===== src/rtl/rom_seq_reader.sv =====
// Walks a run of ROM addresses and streams each byte out on valid/ready.
// Optional running byte sum on output checksum when ROM_SEQ_CHECKSUM_EN is defined.
module rom_seq_reader #(
  parameter int ADDR_W = 4,
  parameter int DATA_W = 8
) (
  input  logic              clk,
  input  logic              rst_n,
  input  logic              start,
  input  logic [ADDR_W-1:0] start_addr,
  input  logic [ADDR_W:0]   len,
  output logic [ADDR_W-1:0] rom_addr,
  output logic              rom_rd_en,
  input  logic [DATA_W-1:0] rom_data,
  output logic [DATA_W-1:0] out_data,
  output logic              out_valid,
  input  logic              out_ready,
  output logic              busy,
`ifdef ROM_SEQ_CHECKSUM_EN
  output logic [DATA_W-1:0] checksum,
`endif
  output logic              done
);

  typedef enum logic [1:0] {
    S_IDLE,
    S_READ,
    S_HOLD,
    S_DONE
  } state_e;

  state_e            state_q, state_d;
  logic [ADDR_W-1:0] cur_addr_q, cur_addr_d;
  logic [ADDR_W:0]   remain_q, remain_d;
  logic [DATA_W-1:0] out_data_q, out_data_d;
  logic              out_valid_q, out_valid_d;
  logic              hs;
  logic              accept;

  assign hs     = out_valid_q && out_ready;
  assign accept = (state_q == S_IDLE) && start;

  always_comb begin
    state_d     = state_q;
    cur_addr_d  = cur_addr_q;
    remain_d    = remain_q;
    out_data_d  = out_data_q;
    out_valid_d = out_valid_q;
    unique case (state_q)
      S_IDLE: begin
        if (start) begin
          if (len != '0) begin
            cur_addr_d = start_addr;
            remain_d   = len;
            state_d    = S_READ;
          end else begin
            state_d = S_DONE;
          end
        end
      end
      S_READ: begin
        out_data_d  = rom_data;
        out_valid_d = 1'b1;
        state_d     = S_HOLD;
      end
      S_HOLD: begin
        if (hs) begin
          out_valid_d = 1'b0;
          remain_d    = remain_q - 1'b1;
          cur_addr_d  = cur_addr_q + 1'b1;
          state_d     = (remain_q == 1) ? S_DONE : S_READ;
        end
      end
      S_DONE: state_d = S_IDLE;
      default: state_d = S_IDLE;
    endcase
  end

  always_ff @(posedge clk or negedge rst_n) begin
    if (!rst_n) begin
      state_q     <= S_IDLE;
      cur_addr_q  <= '0;
      remain_q    <= '0;
      out_data_q  <= '0;
      out_valid_q <= 1'b0;
    end else begin
      state_q     <= state_d;
      cur_addr_q  <= cur_addr_d;
      remain_q    <= remain_d;
      out_data_q  <= out_data_d;
      out_valid_q <= out_valid_d;
    end
  end

  assign rom_addr  = cur_addr_q;
  assign rom_rd_en = (state_q == S_READ);
  assign out_data  = out_data_q;
  assign out_valid = out_valid_q;
  assign busy      = (state_q != S_IDLE);
  assign done      = (state_q == S_DONE);

`ifdef ROM_SEQ_CHECKSUM_EN
  logic [DATA_W-1:0] sum_q, sum_d;

  always_comb begin
    sum_d = sum_q;
    if (accept)
      sum_d = '0;
    else if (hs)
      sum_d = sum_q + out_data_q;
  end

  always_ff @(posedge clk or negedge rst_n) begin
    if (!rst_n) sum_q <= '0;
    else        sum_q <= sum_d;
  end

  assign checksum = sum_q;
`else
  logic unused_accept;
  assign unused_accept = accept;
`endif

endmodule


===== config.mk =====
export PLATFORM = sky130hd
export DESIGN_NAME = rom_seq_reader
export DESIGN_NICKNAME = d
export VERILOG_FILES = /design/src/rtl/rom_seq_reader.sv
export SDC_FILE = /design/constraint.sdc
export NUM_CORES = 1
export LEC_CHECK = 0
export CAP_MARGIN = 15
export CORE_MARGIN = 1
export CORE_UTILIZATION = 44
export CTS_BUF_LIST = sky130_fd_sc_hd__clkbuf_16
export DETAILED_ROUTE_END_ITERATION = 8
export GPL_ROUTABILITY_DRIVEN = 0
export PLACE_DENSITY = 0.78
export SYNTH_ARGS = -nofsm -noshare
export SYNTH_HDL_FRONTEND = slang
export SYNTH_SLANG_ARGS = --single-unit

===== constraint.sdc =====
create_clock -name clk -period 1.8 [get_ports clk]
set_clock_uncertainty 0.15 [all_clocks]
set_input_delay 0.36 -clock clk [delete_from_list [all_inputs] [get_ports clk]]
set_output_delay 0.36 -clock clk [all_outputs]
set_load 0.02 [all_outputs]

Word level (Yosys, flattened, before mapping)
Cells that the tools add are included.
{"block": "op_classes", "n_mux": 15, "n_eq_ne": 7, "reduce_logical": 9, "add_sub_neg": 2}
{"cell": "$mux W5", "n": 3}
{"cell": "$mux W4", "n": 3}
{"cell": "$pmux W5 S2", "n": 1}
{"cell": "$mux W2", "n": 4}
{"cell": "$pmux W2 S4", "n": 1}
{"cell": "$pmux W4 S2", "n": 1}
{"cell": "$reduce_bool A2 Y1", "n": 3}
{"cell": "$eq A5 B1 Y1 const B", "n": 1}
{"cell": "$reduce_bool A5 Y1", "n": 1}
{"cell": "$sub A5 B1 Y5 const B", "n": 1}
{"cell": "$add A4 B1 Y4 const B", "n": 1}
{"cell": "$eq A2 B2 Y1 const B", "n": 2}
{"cell": "$ne A2 B2 Y1 const B", "n": 2}
{"cell": "$reduce_and A2 Y1", "n": 2}
{"cell": "$reduce_and A4 Y1", "n": 1}
{"cell": "$eq A2 B1 Y1 const B", "n": 1}
{"cell": "$logic_not A2 Y1", "n": 1}
{"cell": "$ne A2 B1 Y1 const B", "n": 1}
{"cell": "$pmux W1 S2", "n": 1}
{"cell": "$logic_and A1 B1 Y1", "n": 1}
{"cell": "$mux W1", "n": 1}
{"block": "word_totals", "output_inout_bits": 16, "reg_bits": 20, "word_cells": 38, "inputBits": 21}

Logic depth before layout (Yosys ltp)
Gate-level depths: netlist (run 1).
{"block": "logic_depth", "word_depth": 4, "ltp_mapped": 5, "depth_no_buf": 5}

Least setup slack after synthesis (run 1)
No wires, ideal clock.
{"block": "synth_path", "path_type": "register to register", "startpoint": "register state_q[1]", "endpoint": "register state_q[1]", "required_ns": 1.524, "setup_ns": 0.126, "path_stages_with_launch": 6, "t_arrival_ns": 1.313, "setup_slack_ns": 0.211, "period_less_slack_ns": 1.589, "n_path_buf": 1, "cell_sequence": "dfrtp_1 > nor2_2 > and3_1 > buf_6 > a311o_1 > a221o_1"}
{"block": "synth_between", "elab_chain_cells": 3, "elab_cells_between_ends": 8, "cone_classes": "5 x eq/ne; 1 x mux; 2 x reduce/logical"}
{"item": "from (decl)", "line_no": "32", "text": "state_e state_q, state_d;"}
{"item": "from (signal assigned)", "line_no": "87", "text": "state_q <= state_d;"}
{"item": "$eq A2 B2 Y1 or $logic_not A2 Y1 (tied branches)", "line_no": "49", "text": "unique case (state_q)"}
{"item": "$ne A2 B2 Y1 (no line)"}
{"item": "$reduce_and A2 Y1 (no line)"}
Several ways; a longest one is shown, not always the timed one.
A chain may end at the register's enable or synchronous reset.

Worst setup path after layout (run 1)
{"block": "layout_path", "startpoint": "register state_q[1]", "endpoint": "output port done"}
{"block": "layout_between", "elab_chain_cells": 1}
{"item": "$eq A2 B2 Y1", "line_no": "100", "text": "assign done = (state_q == S_DONE);"}
{"item": "to (decl)", "line_no": "22", "text": "output logic done"}
Every way passes these cells.

==> flow_metrics.py, run 1 <==
metrics = {
    "cts": {
        "clockBufferDepth": 2,
        "clk_pin_slew_ns": 0.06,
        "cts_tree": "built",
        "cts-root-buf": "clkbuf_16",
        "htreeDepth": 1,
        "clkLatencyLatePin_ns": 0.25,
        "clock_sinks": 20,
        "cts_buffers": 3,
    },
    "logic_synthesis": {
        "synth-async-reset-ratio": 1.00,
        "syn_area_mm2": 0.00105,
        "synth_edf_count": 0,
        "synth_top_area_frac": 0.476,
        "synth_nets": 124,
        "yosysMostFrequentCell": "dfrtp_1",
        "synth_top_area_cell": "dfrtp_1",
        "ys_types": 36,
        "ys_seq_area_frac": 0.476,
        "synthFlopType": "dfrtp_1",
        "synth_warnings": 0,
        "synth_seq_cells": 20,
        "syn-mean-instance-area_um2": 10.5,
        "yosys-top-cells-count": "dfrtp_1, nor2_1, a31oi_1",
        "synth_cells": 100,
        "synthTopCellsByArea": "dfrtp_1, mux2_1, a31oi_1",
    },
    "global_routing": {
        "antenna_found_initial": 0,
        "grt_pass1_wl_um": 4330,
        "gr-total-overflow": 0,
        "track_usage": 0.231,
        "grt_max_degree": 21,
        "grt_pass1_vias": 932,
    },
    "timing": {
        "hold_violations": 0,
        "fin_crit_ns": 1.73,
        "worstMarginPinSlew_ns": 0.276,
        "max-slew-margin-rel": 0.815,
        "setup-violations-final": 0,
        "holdWs_ns": 0.292,
        "slew_violations": 0,
        "final.period_utilization": 0.961,
        "worst_slack_ns": 0.0705,
        "fmaxAchievable_mhz": 578,
        "rsz0062_at_grt": "no",
    },
    "route": {
        "dr.pass1.iters": 4,
        "drtIter0Drc": 14,
        "wirelength_um": 2580,
        "drc": 0,
        "ant_nets": 0,
        "num_vias": 955,
        "post_drt_wl_per_cell_um": 14.7,
        "avgViaCountPerCell": 5.46,
    },
    "power_and_ir_drop": {
        "p_per_area_mw_per_mm2": 1890,
        "p_leak_nw": 0.728,
        "irDropWorstVdd_mv": 1.44,
    },
    "floorplan": {
        "start_util": 0.471,
        "die_y_um": 50.9,
        "pin_count": 37,
        "rows": 17,
        "core-area_mm2": 0.00223,
        "die_area_mm2": 0.00259,
        "die_width_um": 50.9,
    },
    "run_status": {
        "status": "finished clean",
    },
    "final_layout": {
        "nFillCells": 168,
        "fin_area_mm2": 0.00162,
        "finalNetCount": 172,
        "multi_input_area_um2": 503,
        "stdcell_count": 175,
        "insertedDiodeCount": 0,
        "area_growth_pct": 54.4,
        "drive_above_1_share": 0.184,
        "register_area_um2": 503,
    },
    "placed_design": {
        "dp_cells": 171,
        "dp_hpwl_um": 1910,
        "placed_cell_area_mm2": 0.00151,
        "place_ws_ns": -0.178,
        "portBuffers": 36,
    },
    "worst_setup_path": {
        "worstPathCellList": "and2_2 -> dlygate4sd2_1",
        "worstSetupPathType": "reg -> out",
        "worstPathArrival_ns": 1.22,
        "crit_family": "flip-flops",
        "crit_path_end_kind": "output pin",
        "start_kind": "register",
        "cp-startpoint": "state_q[1]",
        "cp_data_required_time_ns": 1.29,
        "slowest_stage": "dfrtp_2",
        "crit_path_max_incr_delay_ns": 0.45,
        "worst-r2r-cell-count": 5,
        "r2r_end": "state_q[1]",
        "rrSetupSlack_ns": 0.11,
        "cp_max_fo": 7,
        "worstReg2RegStart": "state_q[1]",
        "crit_buf_inv": 1,
    },
    "worst_hold_path": {
        "min_path_type": "in -> async",
    },
    "run": {
        "cap_violations": 0,
    },
}
-- cell type report --
type	count	area share
Sequential cell	20	0.310
Multi-Input combinational cell	71	0.310
Timing Repair Buffer	47	0.282
Clock buffer	3	0.0463
Tap cell	28	0.0216
Clock inverter	1	0.0185
Inverter	5	0.0116
-- kinds of logic after synthesis --
kind of cell | share of synthesized area
flip-flops | 0.476
multiplexers | 0.105
adder cells (fa/ha/maj) | 0.0357
AND/OR/NAND/NOR | 0.148
AO/OA/AOI/OAI | 0.190
buffers and inverters | 0.0452
-- worst register-to-register path, cell delays in order, from the launching register on --
cell and delay, ns:
dfrtp_2 0.45, buf_4 0.16, nand2b_1 0.09, nor2_1 0.08, a311o_1 0.35, a221o_1 0.30
-- registers in the layout, summed over array words and instances, names as in the netlist --
| signal | flops |
|---|---|
| out_data | 8 |
| state_q | 2 |
| remain_q | 5 |
| rom_addr | 4 |
| out_valid | 1 |
-- worst max-delay path by stage --
stage	depth (start not counted)	slack, ns	endpoint
final	2	0.07	done
after global routing	3	0.02	busy
after CTS	1	0.0009	rom_addr[0]
after detailed placement	5	-0.18	state_q[1]
after global placement	5	-0.13	state_q[1]
after floorplan	5	0.21	state_q[1]
-- timing repair --
| action | 4_1_cts | 5_1_grt |
|---|---|---|
| buffers inserted | 0 | 0 |
| hold buffers | 0 | 0 |
| gates resized for setup | 6 | 3 |
| endpoints found under the setup margin | 4 | 3 |
-- power by group --
part	switching (mW)	total, mW	leakage (nW)	internal [mW]
clock network	0.161	0.601	0.0511	0.441
registers	0.194	0.879	0.234	0.684
logic	0.803	1.59	0.444	0.788
-- through the flow --
| stage | total power, mW | utilization | setup TNS (ns) |
|---|---|---|---|
| 3_3_place_gp | 2.43 | 0.677 | -0.779 |
| 6_report | 3.07 | 0.727 | 0 |
| 5_1_grt | 3.28 | 0.727 | 0 |
| 2_1_floorplan | 1.78 | - | 0 |
| 4_1_cts | 3.10 | 0.723 | 0 |
| 3_5_place_dp | 2.49 | 0.677 | -0.935 |
-- metal layers --
layer / vias to the layer above / part of all wire / track usage
li1: 464 / - / -
met1: 479 / 0.46 / 0.289
met2: 10 / 0.52 / 0.400
met3: 2 / 0.019 / 0.0536
met4: 0 / 0.0031 / 0.0556
met5: - / 0 / 0
-- placed cells by master, fill, tap and decap left out, types with 2 or more instances in the layout --
| cell type | n |
|---|---|
| a31oi_1 | 6 |
| mux2i_1 | 2 |
| dlygate4sd2_1 | 4 |
| o21ai_1 | 2 |
| dlymetal6s2s_1 | 3 |
| nor2_1 | 9 |
| dfrtp_2 | 2 |
| o22a_1 | 2 |
| ha_1 | 3 |
| dfrtp_1 | 18 |
| a21oi_1 | 5 |
| o21ai_0 | 2 |
| nand2_1 | 5 |
| clkdlybuf4s50_1 | 29 |
| mux2_2 | 3 |
| o31ai_1 | 3 |
| clkbuf_16 | 3 |
| o22ai_1 | 2 |
| mux2_1 | 5 |
| buf_4 | 10 |
| nand3_1 | 4 |
| nor3_1 | 3 |
| inv_1 | 4 |
No activity file was read; power rests on OpenSTA's default activity.
==> run 2: changes to the inputs <==
- CORE_ASPECT_RATIO: unset -> 2
- CORE_UTILIZATION: 44 -> 30
- CTS_CLUSTER_DIAMETER: unset -> 100
- PLACE_DENSITY: 0.78 -> unset
==> flow_metrics.py, run 2 (synthesis results as in run 1) <==
metrics = {
    "route": {
        "wirelength_um": 2760,
        "num_vias": 952,
        "drtIter0Drc": 23,
        "post_drt_wl_per_cell_um": 15.2,
        "avgViaCountPerCell": 5.23,
        "ant_nets": 0,
        "drc": 0,
        "dr.pass1.iters": 6,
    },
    "run_status": {
        "status": "finished clean",
    },
    "worst_setup_path": {
        "worstPathCellList": "clkdlybuf4s50_1 -> nor3_1 -> nand3_1 -> nand2_2 -> mux2i_1",
        "worstSetupPathType": "in -> reg",
        "cp-startpoint": "len[0]",
        "r2r_end": "state_q[1]",
        "worst-r2r-cell-count": 6,
        "worstPathArrival_ns": 1.83,
        "cp_max_fo": 6,
        "cp_data_required_time_ns": 1.83,
        "slowest_stage": "clkdlybuf4s50_1",
        "crit_path_end_kind": "register",
        "worstReg2RegStart": "state_q[1]",
        "start_kind": "input pin",
        "crit_path_max_incr_delay_ns": 0.42,
        "rrSetupSlack_ns": 0.04,
        "endpoint": "remain_q[1]",
    },
    "global_routing": {
        "grt_max_degree": 21,
        "track_usage": 0.159,
        "grt_pass1_vias": 1020,
        "gr-total-overflow": 0,
        "grt_pass1_wl_um": 4510,
        "antenna_found_initial": 0,
    },
    "cts": {
        "clkLatencyLatePin_ns": 0.25,
        "cts_hold_buf": 0,
        "cts_buffers": 3,
        "clockBufferDepth": 2,
        "cts-root-buf": "clkbuf_16",
        "clock_sinks": 20,
        "clk_pin_slew_ns": 0.06,
        "cts_tree": "built",
        "htreeDepth": 1,
    },
    "power_and_ir_drop": {
        "p_leak_nw": 0.725,
        "irDropWorstVdd_mv": 0.897,
        "p_per_area_mw_per_mm2": 1910,
        "p_total_mw": 3.14,
    },
    "final_layout": {
        "finalNetCount": 175,
        "layout_common_cells": "clkdlybuf4s50_1, dfrtp_1, buf_4",
        "nFillCells": 328,
        "final_common_cell": "clkdlybuf4s50_1",
        "drive_above_1_share": 0.233,
        "fin_area_mm2": 0.00164,
        "largest_reg_flops": 8,
        "insertedDiodeCount": 0,
        "stdcell_count": 182,
        "area_growth_pct": 56.4,
    },
    "worst_hold_path": {
        "min_path_type": "in -> async",
    },
    "floorplan": {
        "pin_count": 37,
        "core-area_mm2": 0.00338,
        "die_width_um": 43.9,
        "rows": 30,
        "die_y_um": 85.7,
        "start_util": 0.311,
        "die_area_mm2": 0.00376,
    },
    "timing": {
        "fin_tns_setup_ns": 0,
        "max-slew-margin-rel": 0.785,
        "setup-violations-final": 0,
        "rsz0062_at_grt": "yes",
        "final.period_utilization": 1.00,
        "fmaxAchievable_mhz": 556,
        "holdWs_ns": 0.298,
        "worstMarginPinSlew_ns": 0.320,
        "slew_violations": 0,
        "fin_crit_ns": 1.80,
        "hold_violations": 0,
    },
    "placed_design": {
        "placed_cell_area_mm2": 0.00151,
        "dp_hpwl_um": 2050,
        "dp_cells": 176,
        "portBuffers": 36,
    },
    "run": {
        "cap_violations": 0,
    },
}
## run 2: changes by cell type in the layout (fill, tap and decap cells not counted), moves of 2 or more
cell	change
dlygate4sd2_1	-2
o31ai_1	-3
clkbuf_2	+3
buf_4	+3
dfrtp_1	+2
dfrtp_2	-2
o31ai_2	+3
## run 2: timing repair
action	4_1_cts	5_1_grt
endpoints found under the setup margin	6	9
buffers inserted	2	0
gates resized for setup	9	10
pin swaps	1	1
## run 2: layout make-up
class | count | area [um^2] | area share
Timing Repair Buffer | 50 | 457 | 0.278
Tap cell | 32 | 40.0 | 0.0244
Inverter | 5 | 18.8 | 0.0114
Sequential cell | 20 | 500 | 0.304
Clock inverter | 1 | 30.0 | 0.0183
Clock buffer | 3 | 75.1 | 0.0457
Multi-Input combinational cell | 71 | 523 | 0.318
## run 2: critical path, delay by kind of cell
family	cells	cell delay, ns
AND/OR/NAND/NOR	3	0.84
multiplexers	1	0.20
buffers and inverters	1	0.42
## run 2: how the worst min path moves through the flow
stage                start     endpoint  depth (start not counted)
2_1_floorplan        rst_n  out_data[0]                          0
3_3_place_gp   out_data[3]  out_data[3]                          1
3_5_place_dp   out_data[7]  out_data[7]                          1
4_1_cts              rst_n  out_data[3]                          2
5_1_grt              rst_n  out_data[3]                          2
6_report             rst_n  out_data[3]                          2
## run 2: through the flow
stage,setup slack [ns],util
after floorplan,0.211,-
after global placement,-0.160,0.448
after detailed placement,-0.198,0.448
after CTS,0.00853,0.484
after global routing,-0.0345,0.487
final,0.0000444,0.487
## run 2: where the power goes
| group | switching, mW | total (mW) | leakage (nW) | internal, mW |
|---|---|---|---|---|
| sequential | 0.194 | 0.874 | 0.236 | 0.680 |
| clock | 0.176 | 0.617 | 0.0511 | 0.441 |
| combinational | 0.837 | 1.65 | 0.437 | 0.817 |
## run 2: per-layer routing
metal,vias up,wire length [um],track usage
li1,467,-,-
met4,0,74,0.0799
met2,20,1530,0.285
met1,457,1090,0.174
met3,8,69,0.0232
met5,-,0,0
==> run 3: changes to the inputs <==
- ABC_AREA: unset -> 1
- HOLD_SLACK_MARGIN: unset -> 0.12
- clock period: 1.8 -> 2.25 ns (I/O delays scaled with it)
==> flow_metrics.py, run 3 <==
metrics = {
    "global_routing": {
        "track_usage": 0.157,
        "grt_pass1_vias": 1089,
        "gr-total-overflow": 0,
        "antenna_found_initial": 0,
        "grt_pass1_wl_um": 4640,
        "grt_max_degree": 21,
    },
    "floorplan": {
        "die_area_mm2": 0.00391,
        "start_util": 0.317,
        "pin_count": 37,
        "rows": 30,
        "die_width_um": 44.7,
        "core-area_mm2": 0.00345,
        "die_y_um": 87.5,
    },
    "logic_synthesis": {
        "syn-mean-instance-area_um2": 7.21,
        "synth_top_family_by_area": "simple AND/OR/NAND/NOR gates",
        "synth_warnings": 0,
        "synth-compound-area-share": 0.0342,
        "syn_area_mm2": 0.00110,
        "synthTopCellsByArea": "dfrtp_1, nand2_1, inv_1",
        "synth_top_area_cell": "dfrtp_1",
        "synth_edf_count": 0,
        "synth_nets": 176,
        "synth-simple-area-share": 0.408,
        "synthFlopType": "dfrtp_1",
        "synth_cells": 152,
        "synth_seq_cells": 20,
        "synth_xor_xnor_area_share": 0,
        "synth_top_area_frac": 0.457,
        "synth-adder-area-share": 0.0342,
        "yosysMostFrequentCell": "nand2_1",
        "yosys-top-cells-count": "nand2_1, dfrtp_1, inv_1, nand3_1",
        "ys_types": 19,
        "synth-async-reset-ratio": 1.00,
        "ys_seq_area_frac": 0.457,
        "synth.mux.area_fraction": 0,
    },
    "route": {
        "num_vias": 1074,
        "post_drt_wl_per_cell_um": 11.6,
        "dr.pass1.iters": 4,
        "drc": 0,
        "drtIter0Drc": 20,
        "avgViaCountPerCell": 4.48,
        "ant_nets": 0,
        "wirelength_um": 2790,
    },
    "timing": {
        "fmaxAchievable_mhz": 480,
        "slew_violations": 0,
        "fin_crit_ns": 2.08,
        "hold_violations": 0,
        "rsz0062_at_grt": "no",
        "holdWs_ns": 0.323,
        "max-slew-margin-rel": 0.780,
        "worstMarginPinSlew_ns": 0.328,
        "final.period_utilization": 0.926,
        "fin_tns_setup_ns": 0,
        "worst_slack_ns": 0.167,
        "setup-violations-final": 0,
    },
    "cts": {
        "clkLatencyLatePin_ns": 0.25,
        "ctsResizeCount": 0,
        "post_cts_buffers": 0,
        "cts_buffers": 3,
        "cts_tree": "built",
        "clockBufferDepth": 2,
        "cts-root-buf": "clkbuf_16",
        "clock_sinks": 20,
        "clk_pin_slew_ns": 0.05,
        "cts_hold_buf": 0,
        "htreeDepth": 1,
    },
    "final_layout": {
        "layout_common_cells": "nand2_1, clkdlybuf4s50_1, dfrtp_1",
        "final_common_cell": "nand2_1",
        "multi_input_area_um2": 522,
        "fin_area_mm2": 0.00160,
        "nFillCells": 372,
        "drive_above_1_share": 0.0990,
        "largest_reg_flops": 8,
        "register_area_um2": 500,
        "area_growth_pct": 46.1,
        "insertedDiodeCount": 0,
        "finalNetCount": 218,
    },
    "placed_design": {
        "placed_cell_area_mm2": 0.00152,
        "place_ws_ns": 0.293,
        "dp_hpwl_um": 2100,
        "portBuffers": 36,
    },
    "worst_hold_path": {
        "hold_start": "remain_q[3]",
        "min_path_type": "reg -> reg",
    },
    "run_status": {
        "status": "finished clean",
    },
    "power_and_ir_drop": {
        "switching_power_uw": 958,
        "p_per_area_mw_per_mm2": 1390,
        "comb_power_share": 0.536,
        "irDropWorstVdd_mv": 0.804,
        "p_clk_frac": 0.159,
        "internal-power_mw": 1.27,
        "p_total_mw": 2.23,
        "p_leak_nw": 0.849,
        "netSwitchingFraction": 0.430,
        "p_seq_frac": 0.304,
    },
    "worst_setup_path": {
        "cp-startpoint": "state_q[0]",
        "cp_max_fo": 4,
        "worstSetupPathType": "reg -> out",
        "crit_family": "buffers and inverters",
        "worstReg2RegStart": "state_q[0]",
        "start_kind": "register",
        "worstPathArrival_ns": 1.48,
        "cp_data_required_time_ns": 1.65,
        "worstPathCellList": "inv_2 -> nand2_2 -> clkdlybuf4s50_1",
        "slowest_stage": "clkdlybuf4s50_1",
        "crit_path_end_kind": "output pin",
        "crit_path_max_incr_delay_ns": 0.61,
        "crit_buf_inv": 2,
    },
    "run": {
        "cap_violations": 0,
    },
}
run 3: cell count changes in the layout (fill, tap and decap cells not counted), moves of 4 or more:
| cell | previous run | this run |
|---|---|---|
| mux2_1 | 5 | 0 |
| clkdlybuf4s50_1 | 29 | 35 |
| nand2_1 | 5 | 79 |
| nand3_1 | 4 | 9 |
| inv_1 | 4 | 13 |
| a31oi_1 | 6 | 0 |
| nor2_1 | 9 | 4 |
| a21oi_1 | 5 | 1 |
| buf_4 | 13 | 2 |
run 3: layout make-up:
class                      count  area share
inverter                      17      0.0414
clock buffer                   3      0.0469
sequential                    20       0.312
timing repair buffer          38       0.236
tap                           48      0.0375
multi-input combinational    114       0.326
run 3: path summary, 6_finish.rpt:
path,cells after the start,slack [ns],to
max,3,0.17,busy
max in group asynchronous,2,1.34,out_data[7]
min in group asynchronous,2,0.39,remain_q[2]
max reg2reg,7,0.70,remain_q[0]
min,2,0.32,remain_q[3]
min reg2reg,2,0.32,remain_q[3]
run 3: stage by stage:
step / util / std cells
2_1_floorplan: - / 152
3_3_place_gp: 0.441 / 237
3_5_place_dp: 0.441 / 237
4_1_cts: 0.463 / 240
5_1_grt: 0.464 / 240
6_report: 0.464 / 240
run 3: cell families (layout without fill, tap and decap cells):
| kind of cell | after synthesis | after routing |
|---|---|---|
| compound gates | 7 | 7 |
| fa+ha+maj | 3 | 3 |
| buf+inv | 18 | 58 |
| flops | 20 | 20 |
| simple gates | 104 | 104 |
run 3: power by group through the flow:
stage               clock network, mW  registers [mW]  logic (mW)
floorplan                           0           0.797       0.611
global placement                    0           0.674        1.19
detailed placement                  0           0.682        1.21
CTS                             0.365           0.681        1.22
global route                    0.373           0.701        1.36
finish                          0.355           0.679        1.20
run 3: tightest hold or removal path, stage by stage, from the launching register on:
cell and delay [ns]:
dfrtp_1 0.34, nand2_1 0.05, nand2_1 0.05
run 3: routing by layer:
metal  part of all wire  track usage  up-vias
li1                   -            -      548
met1               0.38        0.178      505
met2               0.59        0.289       17
met3              0.023       0.0187        4
met4              0.014       0.0523        0
met5                  0            0        -
